$ cat src/rtl/qkv_stream_scheduler.sv
// qkv_stream_scheduler: streams Q, K, V rows of one attention tile from SRAMs and detects tile completion from retired scores

// One stream: read issue/address generation, 1-bit pending flag and a 2-entry output FIFO
module qkv_stream_lane #(
    parameter int DW    = 16,
    parameter int TOTAL = 1,
    parameter int WRAP  = 1,
    parameter int AW    = 1
) (
    input  logic          clk,
    input  logic          rst,
    input  logic          clr_i,
    input  logic          en_i,
    output logic          rd_en_o,
    output logic [AW-1:0] rd_addr_o,
    input  logic [DW-1:0] rd_data_i,
    output logic          vld_o,
    input  logic          rdy_i,
    output logic [DW-1:0] data_o,
    output logic          all_issued_o,
    output logic          idle_o
);
    localparam int CW = $clog2(TOTAL + 1);

    logic [CW-1:0] cnt_q, cnt_d;
    logic [AW-1:0] addr_q, addr_d;
    logic [1:0]    occ_q, occ_d;
    logic          pend_q, head_q, pop, issue;
    logic [DW-1:0] mem_q [2];

    // Issue only while the FIFO plus the in-flight read leave room after this cycle's pop
    always_comb begin
        pop    = (occ_q != 2'd0) && rdy_i;
        issue  = en_i && (cnt_q < CW'(TOTAL)) && ((3'(occ_q) + 3'(pend_q)) < (3'd2 + 3'(pop)));
        occ_d  = occ_q + 2'(pend_q) - 2'(pop);
        cnt_d  = clr_i ? '0 : cnt_q + CW'(issue);
        addr_d = clr_i ? '0 : !issue ? addr_q : (addr_q == AW'(WRAP - 1)) ? '0 : addr_q + AW'(1);
    end

    // Counters, occupancy and the pending flag; the returning word is pushed one cycle after rd_en
    always_ff @(posedge clk) begin
        if (rst) begin
            cnt_q  <= '0;
            addr_q <= '0;
            occ_q  <= '0;
            pend_q <= 1'b0;
            head_q <= 1'b0;
        end else begin
            cnt_q  <= cnt_d;
            addr_q <= addr_d;
            occ_q  <= occ_d;
            pend_q <= issue;
            head_q <= head_q ^ pop;
        end
    end

    // FIFO storage: the tail slot is head + occupancy modulo 2
    always_ff @(posedge clk) begin
        if (pend_q) mem_q[head_q ^ occ_q[0]] <= rd_data_i;
    end

    assign rd_en_o      = issue;
    assign rd_addr_o    = addr_q;
    assign vld_o        = occ_q != 2'd0;
    assign data_o       = mem_q[head_q];
    assign all_issued_o = cnt_q == CW'(TOTAL);
    assign idle_o       = (occ_q == 2'd0) && !pend_q;

    a_hold:  assert property (@(posedge clk) disable iff (rst) vld_o && !rdy_i |=> vld_o && $stable(data_o));
    a_room:  assert property (@(posedge clk) disable iff (rst) (3'(occ_q) + 3'(pend_q)) <= 3'd2);
    a_range: assert property (@(posedge clk) disable iff (rst) rd_en_o |-> 32'(rd_addr_o) < WRAP);
endmodule

module qkv_stream_scheduler #(
    parameter int SEQ_LEN = 4,
    parameter int NUM_Q   = 2,
    parameter int DW      = 16,
    parameter int Q_AW    = (NUM_Q > 1) ? $clog2(NUM_Q) : 1,
    parameter int KV_AW   = (SEQ_LEN > 1) ? $clog2(SEQ_LEN) : 1
) (
    input  logic             clk,
    input  logic             rst,
    input  logic             start,
    output logic             busy,
    output logic             done,
    output logic             q_rd_en,
    output logic [Q_AW-1:0]  q_rd_addr,
    input  logic [DW-1:0]    q_rd_data,
    output logic             k_rd_en,
    output logic [KV_AW-1:0] k_rd_addr,
    input  logic [DW-1:0]    k_rd_data,
    output logic             v_rd_en,
    output logic [KV_AW-1:0] v_rd_addr,
    input  logic [DW-1:0]    v_rd_data,
    output logic             q_vld_out,
    input  logic             q_rdy_in,
    output logic [DW-1:0]    q_out,
    output logic             k_vld_out,
    input  logic             k_rdy_in,
    output logic [DW-1:0]    k_out,
    output logic             v_vld_out,
    input  logic             v_rdy_in,
    output logic [DW-1:0]    v_out,
    input  logic             score_fire
);
    localparam int TOT = NUM_Q * SEQ_LEN;
    localparam int SW  = $clog2(TOT + 1);

    typedef enum logic [1:0] {IDLE, RUN, DRAIN, DONE} state_t;

    state_t        state_q, state_d;
    logic [SW-1:0] score_cnt_q, score_cnt_d;
    logic          run, clr, q_all, k_all, v_all, q_idle, k_idle, v_idle;

    assign run  = state_q == RUN;
    assign clr  = state_q == IDLE;
    assign busy = (state_q == RUN) || (state_q == DRAIN);
    assign done = state_q == DONE;

    qkv_stream_lane #(.DW(DW), .TOTAL(NUM_Q), .WRAP(NUM_Q), .AW(Q_AW)) u_q (
        .clk(clk), .rst(rst), .clr_i(clr), .en_i(run),
        .rd_en_o(q_rd_en), .rd_addr_o(q_rd_addr), .rd_data_i(q_rd_data),
        .vld_o(q_vld_out), .rdy_i(q_rdy_in), .data_o(q_out),
        .all_issued_o(q_all), .idle_o(q_idle)
    );

    qkv_stream_lane #(.DW(DW), .TOTAL(TOT), .WRAP(SEQ_LEN), .AW(KV_AW)) u_k (
        .clk(clk), .rst(rst), .clr_i(clr), .en_i(run),
        .rd_en_o(k_rd_en), .rd_addr_o(k_rd_addr), .rd_data_i(k_rd_data),
        .vld_o(k_vld_out), .rdy_i(k_rdy_in), .data_o(k_out),
        .all_issued_o(k_all), .idle_o(k_idle)
    );

    qkv_stream_lane #(.DW(DW), .TOTAL(TOT), .WRAP(SEQ_LEN), .AW(KV_AW)) u_v (
        .clk(clk), .rst(rst), .clr_i(clr), .en_i(run),
        .rd_en_o(v_rd_en), .rd_addr_o(v_rd_addr), .rd_data_i(v_rd_data),
        .vld_o(v_vld_out), .rdy_i(v_rdy_in), .data_o(v_out),
        .all_issued_o(v_all), .idle_o(v_idle)
    );

    // Tile sequencing and saturating count of retired scores (cleared while idle)
    always_comb begin
        state_d     = state_q;
        score_cnt_d = clr ? '0 : (busy && score_fire && (score_cnt_q < SW'(TOT))) ? score_cnt_q + SW'(1) : score_cnt_q;
        unique case (state_q)
            IDLE:  state_d = start ? RUN : IDLE;
            RUN:   state_d = (q_all && k_all && v_all) ? DRAIN : RUN;
            DRAIN: state_d = (q_idle && k_idle && v_idle && (score_cnt_q == SW'(TOT))) ? DONE : DRAIN;
            DONE:  state_d = IDLE;
        endcase
    end

    // State and score counter registers
    always_ff @(posedge clk) begin
        if (rst) begin
            state_q     <= IDLE;
            score_cnt_q <= '0;
        end else begin
            state_q     <= state_d;
            score_cnt_q <= score_cnt_d;
        end
    end
endmodule

$ cat config.mk
export PLATFORM = sky130hd
export DESIGN_NAME = qkv_stream_scheduler
export DESIGN_NICKNAME = d
export VERILOG_FILES = /design/src/rtl/qkv_stream_scheduler.sv
export SDC_FILE = /design/constraint.sdc
export NUM_CORES = 1
export LEC_CHECK = 0
export ABC_AREA = 0
export BUFFER_PORTS_ARGS = -buffer_cell sky130_fd_sc_hd__buf_2
export CORE_ASPECT_RATIO = 1.1
export CORE_UTILIZATION = 54
export DETAILED_ROUTE_END_ITERATION = 7
export PLACE_DENSITY_LB_ADDON = 0.12
export SYNTH_ARGS = -nofsm -noshare
export SYNTH_HDL_FRONTEND = slang
export SYNTH_HIERARCHICAL = 1
export SYNTH_SLANG_ARGS = --single-unit
$ cat constraint.sdc
create_clock -name clk -period 2.1 [get_ports clk]
set_input_delay 0.42 -clock clk [delete_from_list [all_inputs] [get_ports clk]]
set_output_delay 0.42 -clock clk [all_outputs]
set_load 0.01 [all_outputs]
# --- Word level (Yosys, flattened, before mapping) ---
# Memories as Yosys holds them, arrays and structs flattened. A register that Yosys moved wholly into a read port is not among the register bits.
# Index checks and enable logic that the tools add are counted.
totals:
  ram_bits: 96
  ff_bits: 33
  wordCells: 108
  mem_count: 3
  in_bits: 55
classes:
  order_cmp: 7
  eq_ne: 9
  addsub: 19
  n_mux: 16
  n_reduce_logical: 31
  n_bitwise: 6
memory_table:
  columns: ["memory", "depth", "word_bits", "read_ports", "rd_clocked_by_memory_dff", "write_ports", "line_no", "text"]
  rows:
  - ["u_k.mem_q", 2, 16, 1, 1, 1, "29", "logic [DW-1:0] mem_q [2];"]
  - ["u_q.mem_q", 2, 16, 1, 1, 1, "29", null]
  - ["u_v.mem_q", 2, 16, 1, 1, 1, "29", null]
op_table:
  columns: ["op", "n"]
  rows:
  - ["$logic_and 1x1->1", 19]
  - ["$eq 4x4->1 const B", 3]
  - ["$lt 4x4->1 const B", 3]
  - ["$mux 1", 12]
  - ["$eq 2x2->1 const B", 5]
  - ["$add 2x1->3", 3]
  - ["$add 2x1->3 const A", 3]
  - ["$lt 3x3->1", 3]
  - ["$add 2x1->2", 4]
  - ["$add 4x1->4", 2]
  - ["$logic_not 2->1", 4]
  - ["$pmux 2 s4", 1]
  - ["$mux 2", 3]
  - ["$reduce_bool 2->1", 3]
  - ["$sub 2x1->2", 3]
  - ["$xor 1x1->1", 6]
  - ["$add 2x1->2 const B", 2]
  - ["$add 4x1->4 const B", 1]
  - ["$logic_not 1->1", 3]
  - ["$eq 2x1->1 const B", 1]
  - ["$lt 2x2->1 const B", 1]
  - ["$reduce_or 2->1", 1]
  - ["$add 1x1->1 const B", 1]
  - ["$logic_or 1x1->1", 1]

# --- Logic depth before layout (Yosys ltp) ---
logic_depth:
  depth_word: 7
  depth_mapped: 8
  depth_no_buf: 8

# --- By module ---
# Netlist, hierarchy kept.
by_module_without_submodules:
  columns: ["mod", "area_each_um2", "cells_each", "n_inst"]
  rows:
  - ["qkv_stream_lane (u_k ...)", 1699.1, 102, 2]
  - ["qkv_stream_lane (u_q)", 1590.3, 89, 1]
  - ["qkv_stream_scheduler", 356.6, 36, 1]

# --- Worst setup path before layout ---
# OpenSTA, ideal clock, no wires.
synth_path:
  path_type: "register to register"
  from: "register u_v.occ_q[0]"
  to: "register u_v.cnt_q[1]"
  setup_slack_ns: 0.370
  setup_ns: 0.115
  path_stages_with_launch: 8
  n_path_buf: 0
  required_time_ns: 1.985
  arrival_ns: 1.615
  path_cell_list: "dfxtp_1 > ha_1 > ha_1 > nor3b_2 > and2_4 > ha_1 > ha_1 > and2_1"
synth_between:
  elab_chain_len: 6
  word_cells_on_any_way: 7
  cone_classes: "add/sub: 3; order compare: 1; reduce/logical: 3"
synth_lines:
  columns: ["element", "line_no", "text"]
  rows:
  - ["start: declaration", "27", "logic [1:0] occ_q, occ_d;"]
  - ["start signal: assignment", "45", "occ_q <= '0;"]
  - ["start signal: assignment", "51", "occ_q <= occ_d;"]
  - ["$reduce_bool 2->1", "33", "pop = (occ_q != 2'd0) && rdy_i;"]
  - ["$logic_and 1x1->1", "33", null]
  - ["$add 2x1->3", "34", "issue = en_i && (cnt_q < CW'(TOTAL)) && ((3'(occ_q) + 3'(pend_q)) < (3'd2 + 3'(pop)));"]
  - ["$lt 3x3->1 (*)", "34", null]
  - ["$logic_and 1x1->1 (*)", "34", null]
  - ["via v_rd_en", "92", "output logic v_rd_en,"]
  - ["$add 4x1->4 (*)", "36", "cnt_d = clr_i ? '0 : cnt_q + CW'(issue);"]
  - ["end signal: assignment", "49", "cnt_q <= cnt_d;"]
  - ["end: declaration", "25", "logic [CW-1:0] cnt_q, cnt_d;"]
# The timed path passes the listed nets; every way through them passes the cells marked *.
# A chain may end at the register's enable or synchronous reset.

# --- Final worst setup path ---
layout_path:
  from: "register u_v.occ_q[0]"
  to: "output port v_rd_en"
layout_between:
  elab_chain_len: 5
  word_cells_on_any_way: 6
  cone_classes: "add/sub: 2; order compare: 1; reduce/logical: 3"
layout_lines:
  columns: ["element", "line_no"]
  rows:
  - ["$reduce_bool 2->1", "33"]
  - ["$logic_and 1x1->1", "33"]
  - ["$add 2x1->3", "34"]
  - ["$lt 3x3->1 (*)", "34"]
  - ["$logic_and 1x1->1 (*)", "34"]
  - ["end: declaration", "92"]
# Mark *: on every way between the ends. The rest lies on a longest branch, timed or not.

==> flow_summary.ini <==
[clock_tree]
clkTransAtPathRegs_ps = 60
numCtsBuffers = 17
clock-sinks = 129
ctsHtreeMaxLevel = 4
clock_latency_ps = 520
root_buffer = clkbuf_8
clockBufferDepth = 2
cts_tree = done
cts_hold_buf = 0

[sta]
finClkSkew_ps = 5.85
setup_viol = 1
layout_setup_ws_ps = -4.70
min_period_over_period_pct = 100
slew_viol_final = 0
finalCriticalPeriod_ps = 2100
max_freq_mhz = 475
finalSetupTns_ps = -4.70
worst_pin_slew_ps = 535
hold_violations = 0
rsz0062_at_grt = true
max-slew-margin-rel_pct = 64.4

[synthesis]
synth_warnings = 6
avgSynthCellArea_um2 = 16.2
synth_top_area_share_pct = 53.9
synth_nets = 409
synth_top_cell_by_area = edfxtp_1
async_reset_ff_share_pct = 0
ys_ff_latch = 129
synth_edf_count = 96
synth.area.top_cells = edfxtp_1, dfxtp_1, mux2_4
yosysUniqueCellTypes = 35
netlist_area_mm2 = 0.00535
synthCells = 329
synth-seq-area-share_pct = 66.3
ys_top_cells_by_count = edfxtp_1, dfxtp_1, mux2_4, ha_1, mux2_1
synthFlopType = edfxtp_1
yosysMostFrequentCell = edfxtp_1

[floorplanning]
dieWidth_um = 96.9
initial_core_util_pct = 56.3
ioPinCount = 116
coreArea_mm2 = 0.00949
rows = 37
dieArea_mm2 = 0.0103
dieHeight_um = 106

[place]
placed_cell_area_mm2 = 0.00611
gp_congestion = 0.752
portBuffers = 115
post-place-cells = 566
hpwlAfterDp_um = 6180

[worst_setup_path]
end_kind = output port
path_max_fanout = 2
r2r-start = u_k/occ_q[0]
start_kind = flip-flop
r2r-end = u_k/cnt_q[2]
arrival_ps = 1680
cp.required_ps = 1680
r2r_cells = 10
r2r_slack_ps = 70
path_class = reg -> out

[drt]
viasPerCell = 5.11
routedWlPerCell_um = 15.9
drc_errors = 0
dr.pass1.iters = 4
drtIter0Drc = 100
via_count = 3154
detail_route.wirelength_um = 9820
ant_nets = 0

[global_route]
grt_max_degree = 22
grt_pass1_wl_um = 15700
grt_overflow = 0
grt_pass1_vias = 3270
track_usage_pct = 20.4
antenna_found_initial = 0

[worst_hold_path]
holdPathStages = 1
holdCritStartpoint = k_rd_data[13]
min_to = u_k/mem_q[1][13]
hp-class = in -> reg

[cells_and_area]
nets = 567
drive_gt1_share_pct = 46.8
fin_util_pct = 73.8
multiInputGateArea_mm2 = 0.00179
stdcell_count = 617
fillerInstances = 650
fin_area_mm2 = 0.00701
syn_to_final_growth_pct = 31.1
regArea_mm2 = 0.00357
num_antenna_cells = 0

[pwr]
ir_drop_uv = 762
cellLeakagePower_uw = 0.00290
power_uw = 8150
powerDensity_mw_per_mm2 = 1160

[status]
violations = setup timing
outcome = complete, but fails checks

[flow_run]
maxCapViolations = 0
[state kept, by name, indices dropped and copies added (netlist names), 2 cells and up, named ones only]
register,cells
u_v/cnt_q,4
u_k/occ_q,2
u_v/occ_q,2
u_v/mem_q,32
u_v/rd_addr_o,2
u_q/cnt_q,2
score_cnt_q,4
u_k/cnt_q,4
u_k/mem_q,32
u_q/occ_q,2
u_k/rd_addr_o,2
u_q/mem_q,32
[area by class of cell]
cell class              instances  area share (%)
clock inverters                15            2.70
multi-input cells             181            25.6
inverters                      13           0.696
well taps                     117            2.09
flip-flops and latches        129            50.9
repair buffers                145            12.1
clock buffers                  17            5.91
[cell usage in the layout (no fill, tap or decap), types with 5 or more instances in the layout]
| cell | instances |
|---|---|
| nor3_1 | 10 |
| nand2_1 | 5 |
| clkinv_1 | 5 |
| xor2_1 | 12 |
| ha_1 | 18 |
| inv_1 | 12 |
| mux2_4 | 27 |
| dfxtp_2 | 7 |
| dfxtp_1 | 22 |
| and2_1 | 8 |
| o21ai_2 | 7 |
| clkbuf_16 | 16 |
| xnor2_1 | 7 |
| ha_4 | 7 |
| nor2_1 | 18 |
| mux2_1 | 21 |
| nor2b_1 | 5 |
| edfxtp_1 | 96 |
| buf_2 | 112 |
| buf_4 | 27 |
[per-stage QoR]
| step | hold slack [ps] | setup slack [ps] |
|---|---|---|
| after global placement | 455 | 324 |
| after global routing | 45.6 | -57.6 |
| after CTS | 49.1 | -13.2 |
| after detailed placement | 466 | 244 |
| after floorplan | 484 | 370 |
| final | 81.6 | -4.70 |
[power by group]
group	leakage [uW]	internal [uW]	switching, uW
Combinational	0.00147	1020	946
Clock	0.000286	1910	1060
Sequential	0.00114	3040	167
Total	0.00290	5980	2170
[logic make-up after synthesis]
kind of cell	Yosys count	synth area share, %
flip-flops	129	66.3
AND/OR/NAND/NOR	74	8.45
multiplexers	49	12.2
adder cells (fa/ha/maj)	25	5.85
XOR/XNOR	19	3.11
buffers and inverters	19	2.04
AO/OA/AOI/OAI	14	2.06
[metal layers]
layer | track usage, % | wire [um] | vias up
li1 | - | - | 1534
met4 | 8.32 | 138 | 0
met5 | 0 | 0 | -
met3 | 8.02 | 549 | 13
met1 | 22.1 | 3840 | 1523
met2 | 35.6 | 5290 | 84
[critical path: stages (launching register included)]
cell	delay [ps]
dfxtp_4	350
ha_4	160
ha_4	150
nor3b_4	210
and2_4	190
buf_6	100
[how the worst max path moves through the flow]
stage / to / slack [ps] / from / cells after the start
2_1_floorplan: u_v/cnt_q[1] / 370 / u_v/occ_q[0] / 7
3_3_place_gp: u_v/cnt_q[2] / 320 / u_v/occ_q[0] / 8
3_5_place_dp: u_k/cnt_q[2] / 240 / flip-flop / 8
4_1_cts: k_rd_en / -10 / u_k/occ_q[0] / 5
5_1_grt: v_rd_en / -60 / u_v/pend_q / 5
6_report: v_rd_en / -5 / u_v/occ_q[0] / 5
[timing repair]
action | 4_1_cts | 5_1_grt
endpoints found under the setup margin | 20 | 12
gates resized for setup | 30 | 7
pin swaps | 7 | 5
setup buffers | 16 | 3
(Power assumes the default switching activity.)
